===== config.mk =====
export PLATFORM = sky130hd
export DESIGN_NAME = pipe_hazard_ctrl
export DESIGN_NICKNAME = d
export VERILOG_FILES = /design/src/rtl/pipe_pkg.sv /design/src/rtl/sat_counter.sv /design/src/rtl/pipe_hazard_ctrl.sv
export SDC_FILE = /design/constraint.sdc
export NUM_CORES = 1
export LEC_CHECK = 0
export BUFFER_PORTS_ARGS = -buffer_cell sky130_fd_sc_hd__buf_2
export CELL_PAD_IN_SITES_DETAIL_PLACEMENT = 0
export CELL_PAD_IN_SITES_GLOBAL_PLACEMENT = 1
export CORE_MARGIN = 8
export CORE_UTILIZATION = 43
export DETAILED_ROUTE_END_ITERATION = 10
export PLACE_DENSITY_LB_ADDON = 0.08
export SLEW_MARGIN = 0
export SYNTH_ARGS = -nofsm -noshare
export SYNTH_HDL_FRONTEND = slang
export SYNTH_SLANG_ARGS = --single-unit

===== constraint.sdc =====
create_clock -name clk -period 3.1 [get_ports clk]
set_clock_uncertainty 0.1 [all_clocks]
set_input_delay 0.465 -clock clk [delete_from_list [all_inputs] [get_ports clk]]
set_output_delay 0.465 -clock clk [all_outputs]
set_load 0.005 [all_outputs]

===== src/rtl/pipe_pkg.sv =====
// Shared definitions for the 5-stage 16-bit core pipeline control.
package pipe_pkg;

  localparam int REG_W  = 3;
  localparam int DATA_W = 16;

  localparam logic [DATA_W-1:0] NOP_INSTR = '0;

  typedef enum logic [2:0] {
    ST_RST_FLUSH  = 3'd0,
    ST_RUN        = 3'd1,
    ST_LOAD_STALL = 3'd2,
    ST_REFILL     = 3'd3,
    ST_HALT       = 3'd4
  } pipe_state_e;

endpackage


===== src/rtl/sat_counter.sv =====
// Performance counter that sticks at all-ones instead of wrapping.
module sat_counter #(
  parameter int CNT_W = 16
) (
  input  logic             clk,
  input  logic             rst,
  input  logic             inc,
  output logic [CNT_W-1:0] count
);

  logic [CNT_W-1:0] r_count;

  always_ff @(posedge clk or negedge rst) begin
    if (!rst) begin
      r_count <= '0;
    end else if (inc && (r_count != {CNT_W{1'b1}})) begin
      r_count <= r_count + 1'b1;
    end
  end

  assign count = r_count;

endmodule


===== src/rtl/pipe_hazard_ctrl.sv =====
// Pipeline sequencer: PC/stage enables, flushes and next-PC select from
// redirect, load-use, data-memory stall and HALT, plus stall/flush counters.
module pipe_hazard_ctrl
  import pipe_pkg::*;
#(
  parameter int REFILL_CYC = 2,
  parameter int CNT_W      = 16
) (
  input  logic             clk,
  input  logic             rst,
  input  logic             wb_redirect,
  input  logic             wb_halt,
  input  logic             dmem_stall,
  input  logic             ex_mem_read,
  input  logic             ex_rd_we,
  input  logic [REG_W-1:0] ex_rd,
  input  logic [REG_W-1:0] id_rs,
  input  logic [REG_W-1:0] id_rt,
  input  logic             id_rs_use,
  input  logic             id_rt_use,
  output logic             pc_we,
  output logic             pc_sel,
  output logic             if_id_we,
  output logic             id_ex_we,
  output logic             ex_mem_we,
  output logic             mem_wb_we,
  output logic             if_id_flush,
  output logic             id_ex_flush,
  output logic             ex_mem_flush,
  output logic             halted,
  output logic [CNT_W-1:0] stall_cnt,
  output logic [CNT_W-1:0] flush_cnt,
  output pipe_state_e      dbg_state
);

  localparam logic [2:0] REFILL_INIT = 3'(REFILL_CYC);

  pipe_state_e r_state;
  logic [2:0]  r_refill_cnt;
  logic        r_halted;

  pipe_state_e w_next_state;
  logic [2:0]  w_next_cnt;
  logic        w_load_use;
  logic        w_redirect_acc;
  logic        w_stall_inc;

  assign w_load_use = ex_mem_read & ex_rd_we &
                      ((id_rs_use & (id_rs == ex_rd)) | (id_rt_use & (id_rt == ex_rd)));

  always_comb begin
    w_next_state   = r_state;
    w_next_cnt     = r_refill_cnt;
    w_redirect_acc = 1'b0;
    pc_we          = 1'b0;
    pc_sel         = 1'b0;
    if_id_we       = 1'b0;
    id_ex_we       = 1'b0;
    ex_mem_we      = 1'b0;
    mem_wb_we      = 1'b0;
    if_id_flush    = 1'b0;
    id_ex_flush    = 1'b0;
    ex_mem_flush   = 1'b0;
    case (r_state)
      ST_RST_FLUSH: begin
        {if_id_we, id_ex_we, ex_mem_we, mem_wb_we} = 4'b1111;
        {if_id_flush, id_ex_flush, ex_mem_flush}   = 3'b111;
        w_next_state = ST_RUN;
      end
      ST_HALT: begin
        w_next_state = ST_HALT;
      end
      default: begin
        if (wb_halt) begin
          {if_id_flush, id_ex_flush, ex_mem_flush} = 3'b111;
          w_next_state = ST_HALT;
        end else if (dmem_stall) begin
          // Full freeze: state and refill count hold so pending events re-evaluate later.
          w_next_state = r_state;
        end else if (wb_redirect) begin
          pc_we  = 1'b1;
          pc_sel = 1'b1;
          {if_id_we, id_ex_we, ex_mem_we, mem_wb_we} = 4'b1111;
          {if_id_flush, id_ex_flush, ex_mem_flush}   = 3'b111;
          w_redirect_acc = 1'b1;
          w_next_state   = (REFILL_CYC > 0) ? ST_REFILL : ST_RUN;
          w_next_cnt     = REFILL_INIT;
        end else if (r_state == ST_REFILL) begin
          pc_we       = 1'b1;
          {if_id_we, id_ex_we, ex_mem_we, mem_wb_we} = 4'b1111;
          if_id_flush = 1'b1;
          if (r_refill_cnt <= 3'd1) begin
            w_next_state = ST_RUN;
          end else begin
            w_next_cnt = r_refill_cnt - 3'd1;
          end
        end else if ((r_state == ST_RUN) && w_load_use) begin
          // LOAD_STALL gives exactly one bubble, so load-use is only checked from RUN.
          {id_ex_we, ex_mem_we, mem_wb_we} = 3'b111;
          id_ex_flush  = 1'b1;
          w_next_state = ST_LOAD_STALL;
        end else begin
          pc_we = 1'b1;
          {if_id_we, id_ex_we, ex_mem_we, mem_wb_we} = 4'b1111;
          w_next_state = ST_RUN;
        end
      end
    endcase
  end

  always_ff @(posedge clk or negedge rst) begin
    if (!rst) begin
      r_state      <= ST_RST_FLUSH;
      r_refill_cnt <= '0;
      r_halted     <= 1'b0;
    end else begin
      r_state      <= w_next_state;
      r_refill_cnt <= w_next_cnt;
      if (w_next_state == ST_HALT) begin
        r_halted <= 1'b1;
      end
    end
  end

  assign w_stall_inc = (r_state != ST_RST_FLUSH) && (r_state != ST_HALT) && !pc_we;
  assign halted      = r_halted;
  assign dbg_state   = r_state;

  sat_counter #(.CNT_W(CNT_W)) u_stall_cnt (
    .clk   (clk),
    .rst   (rst),
    .inc   (w_stall_inc),
    .count (stall_cnt)
  );

  sat_counter #(.CNT_W(CNT_W)) u_flush_cnt (
    .clk   (clk),
    .rst   (rst),
    .inc   (w_redirect_acc),
    .count (flush_cnt)
  );

endmodule

==> out/qor.txt, run 1 <==
total clock sinks: 39
Die ar.: 7770 um2
Seq/Total Area, Yosys: 43.6%
met3 usage: 4.13%
routability congestion estimate: 0.757
Port Buf Inserts: 62
initial detailed-routing violation count: 100
Max Freq: 429 MHz
WP data required: 2530 ps
antenna-violating nets left: 0
run status: finished, final reports clean
post-route setup TNS: 0 ps
startpoint types: register
clock tree root driver cell: sky130_fd_sc_hd__clkbuf_8
pin count of the biggest net entering global routing: 40
number of vias per cell after detailed routing: 5.31
worst-skew pair later-pin latency: 280 ps
slew at the pin closest to its max-slew limit: 857 ps
via count of the first global-routing pass: 1,761
setup fix buffers added after clock tree synthesis: 0
Row Count: 26
number of synthesized flops with an enable pin: 0
largest area contributor in the netlist: sky130_fd_sc_hd__dfrtp_1
CTS max path bufs: 2
largest fanout on the critical path: 9
# setup viols final: 0
Post-Route Hold Slack: 188 ps
overall die width: 88.2 um
highest-utilization routing layer at the global route stage: met2
commonest register cell after synthesis: sky130_fd_sc_hd__dfrtp_1
share of synthesized cell area in and, or, nand and nor gates: 17.8%
Worst Reg-to-Reg Cells: 6
largest incremental delay on the critical path: 490 ps
CTS clk-pin slew, worst paths: 70 ps
detailed-router iteration count before antenna repair: 4
via count: 1,753
Routed WL: 4990 um
most frequent cells in the layout: sky130_fd_sc_hd__buf_2, sky130_fd_sc_hd__dfrtp_1, sky130_fd_sc_hd__xnor2_1
count of distinct cell types in the synthesized netlist: 53
power density of the placed cells: 611 nW/um2
initial core utilization: 44.1%
mux share of post-synthesis cell area: 1.96%
initial antenna violation count: 0
Seq cells post-synth: 39
number of max-slew violations in the final report: 0
post-synthesis instance total: 200
fraction of the mapped netlist area in adder cells: 2.24%
post-layout minimum cycle time: 2330 ps
fin crit share: 75.2%
slowest CP cell: sky130_fd_sc_hd__dfrtp_1
most area-consuming cells after synthesis: sky130_fd_sc_hd__dfrtp_1, sky130_fd_sc_hd__xnor2_1, sky130_fd_sc_hd__o211ai_2
I/O pin cnt: 63
hold violation count in the final report: 0
signal arrival time at the worst endpoint: 1770 ps
global-route met2 utilization: 21.1%
kind of end point of the critical path: output pin
fraction of layout cells with a size suffix above 1: 35.8%
Post-Syn Nets: 222
height of the die: 88.2 um
compound-cell area share of the yosys netlist: 16.7%
crit path capture: if_id_flush
yosys warns: 0
wire length of the first global-routing pass: 8510 um
total half-perimeter wirelength after legalization and detailed placement: 3740 um
static leakage power: 0.00131 uW
Synth async-reset ratio: 100%
gr usage total: 13.8%
worst flop-to-flop path endpoint: u_stall_cnt.count[1]$_DFFE_PN0P_
post-detailed-route wirelength per cell: 15.1 um
met1 GRT Util: 18.0%
CTS HTree Levels: 2
kind of path behind the tightest hold check: in2async
final design utilization: 52.1%
final-stage net count: 283
most common library cell in the layout ignoring fill and taps: sky130_fd_sc_hd__buf_2
synthesis-to-layout area growth: 18.2%
total gr overflow: 0
path type of the worst setup path: reg2out
ANT cells: 0
CTS Buf Count: 5
number of max-cap violations: 0
layout filler cell count: 518
Hold-fix buffers, CTS: 0
tightest slew margin relative to the limit: 42.9%
XOR/XNOR Fraction of Synth Area: 13.3%
top-area cell type share of the netlist area: 43.6%
CTS-repair resized insts: 0
RSZ-0062 raised after global routing: false
TritonCTS clock tree: done
mapped cell area: 2240 um2
crit-path cells: nor2_2 -> o21a_1 -> inv_1 -> a31o_2 -> buf_2
worst setup path startpoint: dbg_state[1]$_DFF_PN0_
Peak VDD IR: 0.000385 V
largest family of logic cells by synthesized area: simple AND/OR/NAND/NOR gates
flop-to-flop setup slack: 990 ps
post-detailed-route DRC marker count: 0
startpoint of the most critical register-to-register path: dbg_state[2]$_DFF_PN0_
area inside the core boundary: 5070 um2
post-synthesis area per instance: 11.2 um2
## cells in the mapped netlist (2+ instances only)
cell type and instances:
sky130_fd_sc_hd__nor3_1 2, sky130_fd_sc_hd__o211ai_2 8, sky130_fd_sc_hd__nand4_1 8, sky130_fd_sc_hd__dfrtp_1 39, sky130_fd_sc_hd__ha_1 4, sky130_fd_sc_hd__o21ai_0 4
sky130_fd_sc_hd__a21o_1 2, sky130_fd_sc_hd__nor2_1 12, sky130_fd_sc_hd__inv_1 6, sky130_fd_sc_hd__buf_4 2, sky130_fd_sc_hd__nand2_1 9, sky130_fd_sc_hd__xor2_1 7
sky130_fd_sc_hd__xnor2_1 27, sky130_fd_sc_hd__a21oi_1 4, sky130_fd_sc_hd__nand3_1 3, sky130_fd_sc_hd__buf_2 3, sky130_fd_sc_hd__and3_1 10, sky130_fd_sc_hd__a31oi_1 2
sky130_fd_sc_hd__mux2_1 2, sky130_fd_sc_hd__o21a_1 2, sky130_fd_sc_hd__and4_1 6, sky130_fd_sc_hd__o2111ai_1 6, sky130_fd_sc_hd__buf_6 2
## critical path: cells and delay by family (launching register included)
kind            cells  cell delay (ps)
flops               1              490
compound gates      2              410
buf+inv             2              180
simple gates        1              410
## worst min-delay path by stage
stage	start	cells past startpoint	to
after CTS	rst	1	u_stall_cnt.count[11]$_DFFE_PN0P_
after floorplan	rst	0	dbg_state[0]$_DFF_PN0_
after global routing	rst	1	u_stall_cnt.count[10]$_DFFE_PN0P_
final	rst	1	u_stall_cnt.count[10]$_DFFE_PN0P_
after detailed placement	halted$_DFFE_PN0N_	1	halted$_DFFE_PN0N_
after global placement	u_flush_cnt.count[10]$_DFFE_PN0P_	1	u_flush_cnt.count[10]$_DFFE_PN0P_
## sequential cells by signal (all words and copies together) (netlist names)
name               flops
u_flush_cnt.count     16
u_stall_cnt.count     16
dbg_state              3
r_refill_cnt           3
halted                 1
## report_power, final
group / internal (uW) / switching, uW / total [uW]
Clock: 150 / 161 / 311
Sequential: 608 / 116 / 724
Combinational: 278 / 304 / 582
## cells by family (layout without fill, tap and decap cells)
family	Yosys count	count (layout)
and+or+nand+nor	63	63
AOI/OAI and AO/OA	40	40
adders and majority gates	4	4
buffers and inverters	16	76
DFF	39	39
xor gates and xnor gates	34	34
muxes	4	4
## routing by layer
metal,vias up,wire (um)
li1,851,-
met3,4,385
met1,850,2320
met2,48,2250
met5,-,0
met4,0,40
## final cells by class
class                   count  area [um2]  share of cell area [%]
repair buffers             63         318                    12.0
inverters                   7        26.3                   0.993
multi-input cells         145        1160                    44.0
well taps                  70        87.6                    3.31
flip-flops and latches     39         976                    36.9
clock buffers               6        72.6                    2.74
## metrics by stage
stage / worst slack, ps / area [um2] / std cells / power, uW
after global placement: 861 / 2570 / 324 / 1320
after detailed placement: 802 / 2570 / 324 / 1320
after global routing: 662 / 2650 / 330 / 1760
final: 769 / 2650 / 330 / 1620
after floorplan: 1060 / 2240 / 200 / 1120
after CTS: 757 / 2650 / 330 / 1640
(Power assumes the default switching activity.)
==> run 2: changes to the inputs <==
--- a/config.mk
+++ b/config.mk
@@ -5,11 +5,12 @@
 export SDC_FILE = /design/constraint.sdc
 export NUM_CORES = 1
 export LEC_CHECK = 0
+export ABC_AREA = 1
 export BUFFER_PORTS_ARGS = -buffer_cell sky130_fd_sc_hd__buf_2
 export CELL_PAD_IN_SITES_DETAIL_PLACEMENT = 0
 export CELL_PAD_IN_SITES_GLOBAL_PLACEMENT = 1
 export CORE_MARGIN = 8
-export CORE_UTILIZATION = 43
+export CORE_UTILIZATION = 38
 export DETAILED_ROUTE_END_ITERATION = 10
 export PLACE_DENSITY_LB_ADDON = 0.08
 export SLEW_MARGIN = 0
==> constraint.sdc (replaced) <==
create_clock -name clk -period 2.3 [get_ports clk]
set_clock_uncertainty 0.1 [all_clocks]
set_input_delay 0.345 -clock clk [delete_from_list [all_inputs] [get_ports clk]]
set_output_delay 0.345 -clock clk [all_outputs]
set_load 0.005 [all_outputs]
==> run 2 against run 1 <==
Count of clock-buffer cells in the layout increased by 2; die area increased by 17%; synthesized cell count increased by 55%; cell count increased by 38%; clock power increased by 66%; worst setup slack got worse by 580 ps; combinational power increased by 27%; sequential power increased by 29%; critical path depth increased by 1; sequential share of layout area decreased by 3.1 points; critical endpoint is now id_ex_we.
==> out/qor.txt, run 2 <==
Seq/Total Area, Yosys: 40.8% (was 43.6%)
kind of end point of the critical path: output pin (unchanged)
Seq cells post-synth: 39 (unchanged)
switching power total: 797 uW (was 582 uW)
CTS clk-pin slew, worst paths: 80 ps (was 70 ps)
CTS Buf Count: 5 (unchanged)
commonest register cell after synthesis: sky130_fd_sc_hd__dfrtp_1 (unchanged)
post-detailed-route wirelength per cell: 12.5 um (was 15.1 um)
I/O pin cnt: 63 (unchanged)
internal power: 1390 uW (was 1040 uW)
startpoint types: register (unchanged)
number of max-slew violations in the final report: 0 (unchanged)
signal arrival time at the worst endpoint: 1670 ps (was 1770 ps)
worst-skew pair later-pin latency: 290 ps (was 280 ps)
run status: finished, final reports clean (unchanged)
Peak VDD IR: 0.000402 V (was 0.000385 V)
startpoint of the most critical register-to-register path: u_flush_cnt.count[0]$_DFFE_PN0P_ (was dbg_state[2]$_DFF_PN0_)
post-layout minimum cycle time: 2110 ps
power density of the placed cells: 758 nW/um2 (was 611 nW/um2)
Gate power share: 33.8% (was 36.0%)
yosys warns: 0 (unchanged)
CTS max path bufs: 2 (unchanged)
post-synthesis instance total: 310 (was 200)
detailed-router iteration count before antenna repair: 4 (unchanged)
fraction of layout cells with a size suffix above 1: 24.3% (was 35.8%)
via count of the first global-routing pass: 2,078 (was 1,761)
kind of path behind the tightest hold check: in2reg (was in2async)
CTS HTree Levels: 2 (unchanged)
number of synthesized flops with an enable pin: 0 (unchanged)
antenna-violating nets left: 0 (unchanged)
total half-perimeter wirelength after legalization and detailed placement: 4500 um (was 3740 um)
layout filler cell count: 679 (was 518)
RSZ-0062 raised after global routing: false (unchanged)
count of distinct cell types in the synthesized netlist: 32 (was 53)
synthesis-to-layout area growth: 20.9% (was 18.2%)
Synth async-reset ratio: 100% (unchanged)
initial antenna violation count: 0 (unchanged)
Port Buf Inserts: 62 (unchanged)
final-stage net count: 399 (was 283)
ANT cells: 0 (unchanged)
Die ar.: 9080 um2 (was 7770 um2)
post-detailed-route DRC marker count: 0 (unchanged)
area inside the core boundary: 6200 um2 (was 5070 um2)
worst setup path startpoint: dbg_state[1]$_DFF_PN0_ (unchanged)
Post-Syn Nets: 332 (was 222)
most common library cell in the layout ignoring fill and taps: sky130_fd_sc_hd__nand2_1 (was sky130_fd_sc_hd__buf_2)
switching portion of total power: 36.4% (was 36.0%)
gr usage total: 13.1% (was 13.8%)
pin count of the biggest net entering global routing: 25 (was 40)
Sequential Power Share: 42.6% (was 44.8%)
number of vias per cell after detailed routing: 4.58 (was 5.31)
Row Count: 29 (was 26)
most frequent cells in the layout: sky130_fd_sc_hd__nand2_1, sky130_fd_sc_hd__buf_2, sky130_fd_sc_hd__dfrtp_1 (was sky130_fd_sc_hd__buf_2, sky130_fd_sc_hd__dfrtp_1, sky130_fd_sc_hd__xnor2_1)
overall die width: 95.3 um (was 88.2 um)
# setup viols final: 0 (unchanged)
slew at the pin closest to its max-slew limit: 559 ps (was 857 ps)
height of the die: 95.3 um (was 88.2 um)
via count: 2,083 (was 1,753)
setup fix buffers added after clock tree synthesis: 0 (unchanged)
largest fanout on the critical path: 6 (was 9)
fin crit share: 91.9%
total clock sinks: 39 (unchanged)
top-area cell type share of the netlist area: 40.8% (was 43.6%)
TritonCTS clock tree: done (unchanged)
post-route setup TNS: 0 ps (unchanged)
Post-Route Hold Slack: 327 ps (was 188 ps)
Routed WL: 5670 um (was 4990 um)
initial detailed-routing violation count: 65 (was 100)
post-synthesis area per instance: 7.71 um2 (was 11.2 um2)
largest area contributor in the netlist: sky130_fd_sc_hd__dfrtp_1 (unchanged)
path type of the worst setup path: reg2out (unchanged)
number of max-cap violations: 0 (unchanged)
hold violation count in the final report: 0 (unchanged)
mapped cell area: 2390 um2 (was 2240 um2)
initial core utilization: 38.5% (was 44.1%)
startpoint of the tightest hold check path: wb_redirect
Max Freq: 473 MHz
most area-consuming cells after synthesis: sky130_fd_sc_hd__dfrtp_1, sky130_fd_sc_hd__nand2_1, sky130_fd_sc_hd__nand3_1 (was sky130_fd_sc_hd__dfrtp_1, sky130_fd_sc_hd__xnor2_1, sky130_fd_sc_hd__o211ai_2)
most repeated cell in the gate-level netlist after synthesis: sky130_fd_sc_hd__nand2_1 (was sky130_fd_sc_hd__dfrtp_1)
routability congestion estimate: 0.788 (was 0.757)
total gr overflow: 0 (unchanged)
wire length of the first global-routing pass: 9490 um (was 8510 um)
static leakage power: 0.00159 uW (was 0.00131 uW)
WP data required: 1860 ps (was 2530 ps)
clock group share of total power: 23.6% (was 19.3%)
clock tree root driver cell: sky130_fd_sc_hd__clkbuf_8 (unchanged)
top post-synthesis cells by count: sky130_fd_sc_hd__nand2_1, sky130_fd_sc_hd__dfrtp_1, sky130_fd_sc_hd__nand3_1 (was sky130_fd_sc_hd__dfrtp_1, sky130_fd_sc_hd__xnor2_1, sky130_fd_sc_hd__nor2_1)
tightest slew margin relative to the limit: 62.7% (was 42.9%)
## run 2: changes by cell type after synthesis, sizes merged, moves of 9 or more
cell and change:
nor2 +19, o211ai -9, xor2 +9, and3 -9, nand3 +33, inv +26, xnor2 -13, nand2 +89
## run 2: critical path: stages (launching register included)
cell                      delay [ps]
sky130_fd_sc_hd__dfrtp_1         430
sky130_fd_sc_hd__nor2_4          250
sky130_fd_sc_hd__inv_1            90
sky130_fd_sc_hd__nor2_1          180
sky130_fd_sc_hd__inv_1           120
sky130_fd_sc_hd__o21ai_0         140
sky130_fd_sc_hd__buf_2           180
## run 2: power by group through the flow
stage | Sequential, uW | Clock (uW) | Combinational [uW]
3_3_place_gp | 940 | 0 | 749
5_1_grt | 953 | 561 | 849
4_1_cts | 932 | 531 | 761
3_5_place_dp | 945 | 0 | 757
6_report | 932 | 516 | 741
2_1_floorplan | 934 | 0 | 478
## run 2: cell families (layout without fill, tap and decap cells)
family,after synthesis,count (layout),synth area share (%)
compound gates,12,12,3.25
flops,39,39,40.8
simple gates,184,184,35.2
xor+xnor,30,30,11.0
buf+inv,41,109,7.64
fa+ha+maj,4,4,2.09
## run 2: per-stage QoR
stage	instance area [um2]	instances	worst slack [ps]	utilization, %	power [uW]
3_3_place_gp	2780	446	389	44.7	1690
5_1_grt	2890	455	7.05	46.6	2360
6_report	2890	455	187	46.6	2190
4_1_cts	2890	455	57.8	46.5	2220
2_1_floorplan	2390	310	498	-	1410
3_5_place_dp	2780	446	312	44.7	1700
## run 2: path summary, 6_finish.rpt
| kind | to | cells after the start | slack [ps] |
|---|---|---|---|
| worst max-delay path | id_ex_we | 6 | 190 |
| worst min-delay path | r_refill_cnt[1]$_DFFE_PN0P_ | 3 | 330 |
| worst max register to register | u_flush_cnt.count[6]$_DFFE_PN0P_ | 8 | 350 |
| worst min register to register | halted$_DFFE_PN0N_ | 2 | 360 |
| max in group asynchronous | halted$_DFFE_PN0N_ | 3 | 1070 |
| min in group asynchronous | r_refill_cnt[0]$_DFFE_PN0P_ | 2 | 480 |
## run 2: per-layer routing
layer / up-vias / track usage, % / wire length (um)
met2: 37 / 21.6 / 2720
met4: 0 / 3.90 / 49
met5: - / 0 / 0
li1: 1106 / - / -
met1: 935 / 16.4 / 2650
met3: 5 / 3.46 / 250
## run 2: timing repair
action / CTS / global route
hold buffers: 1 / 0
endpoints found under the setup margin: 0 / 3
gates resized for setup: 0 / 1
endpoints found under the hold margin: 22 / 0
## run 2: cell type report
type / instances / area [um2] / share of cell area [%]
Clock buffer: 8 / 100 / 3.46
Inverter: 33 / 124 / 4.29
Multi-Input combinational cell: 230 / 1240 / 42.8
Sequential cell: 39 / 976 / 33.8
Tap cell: 77 / 96.3 / 3.33
Timing Repair Buffer: 68 / 358 / 12.4
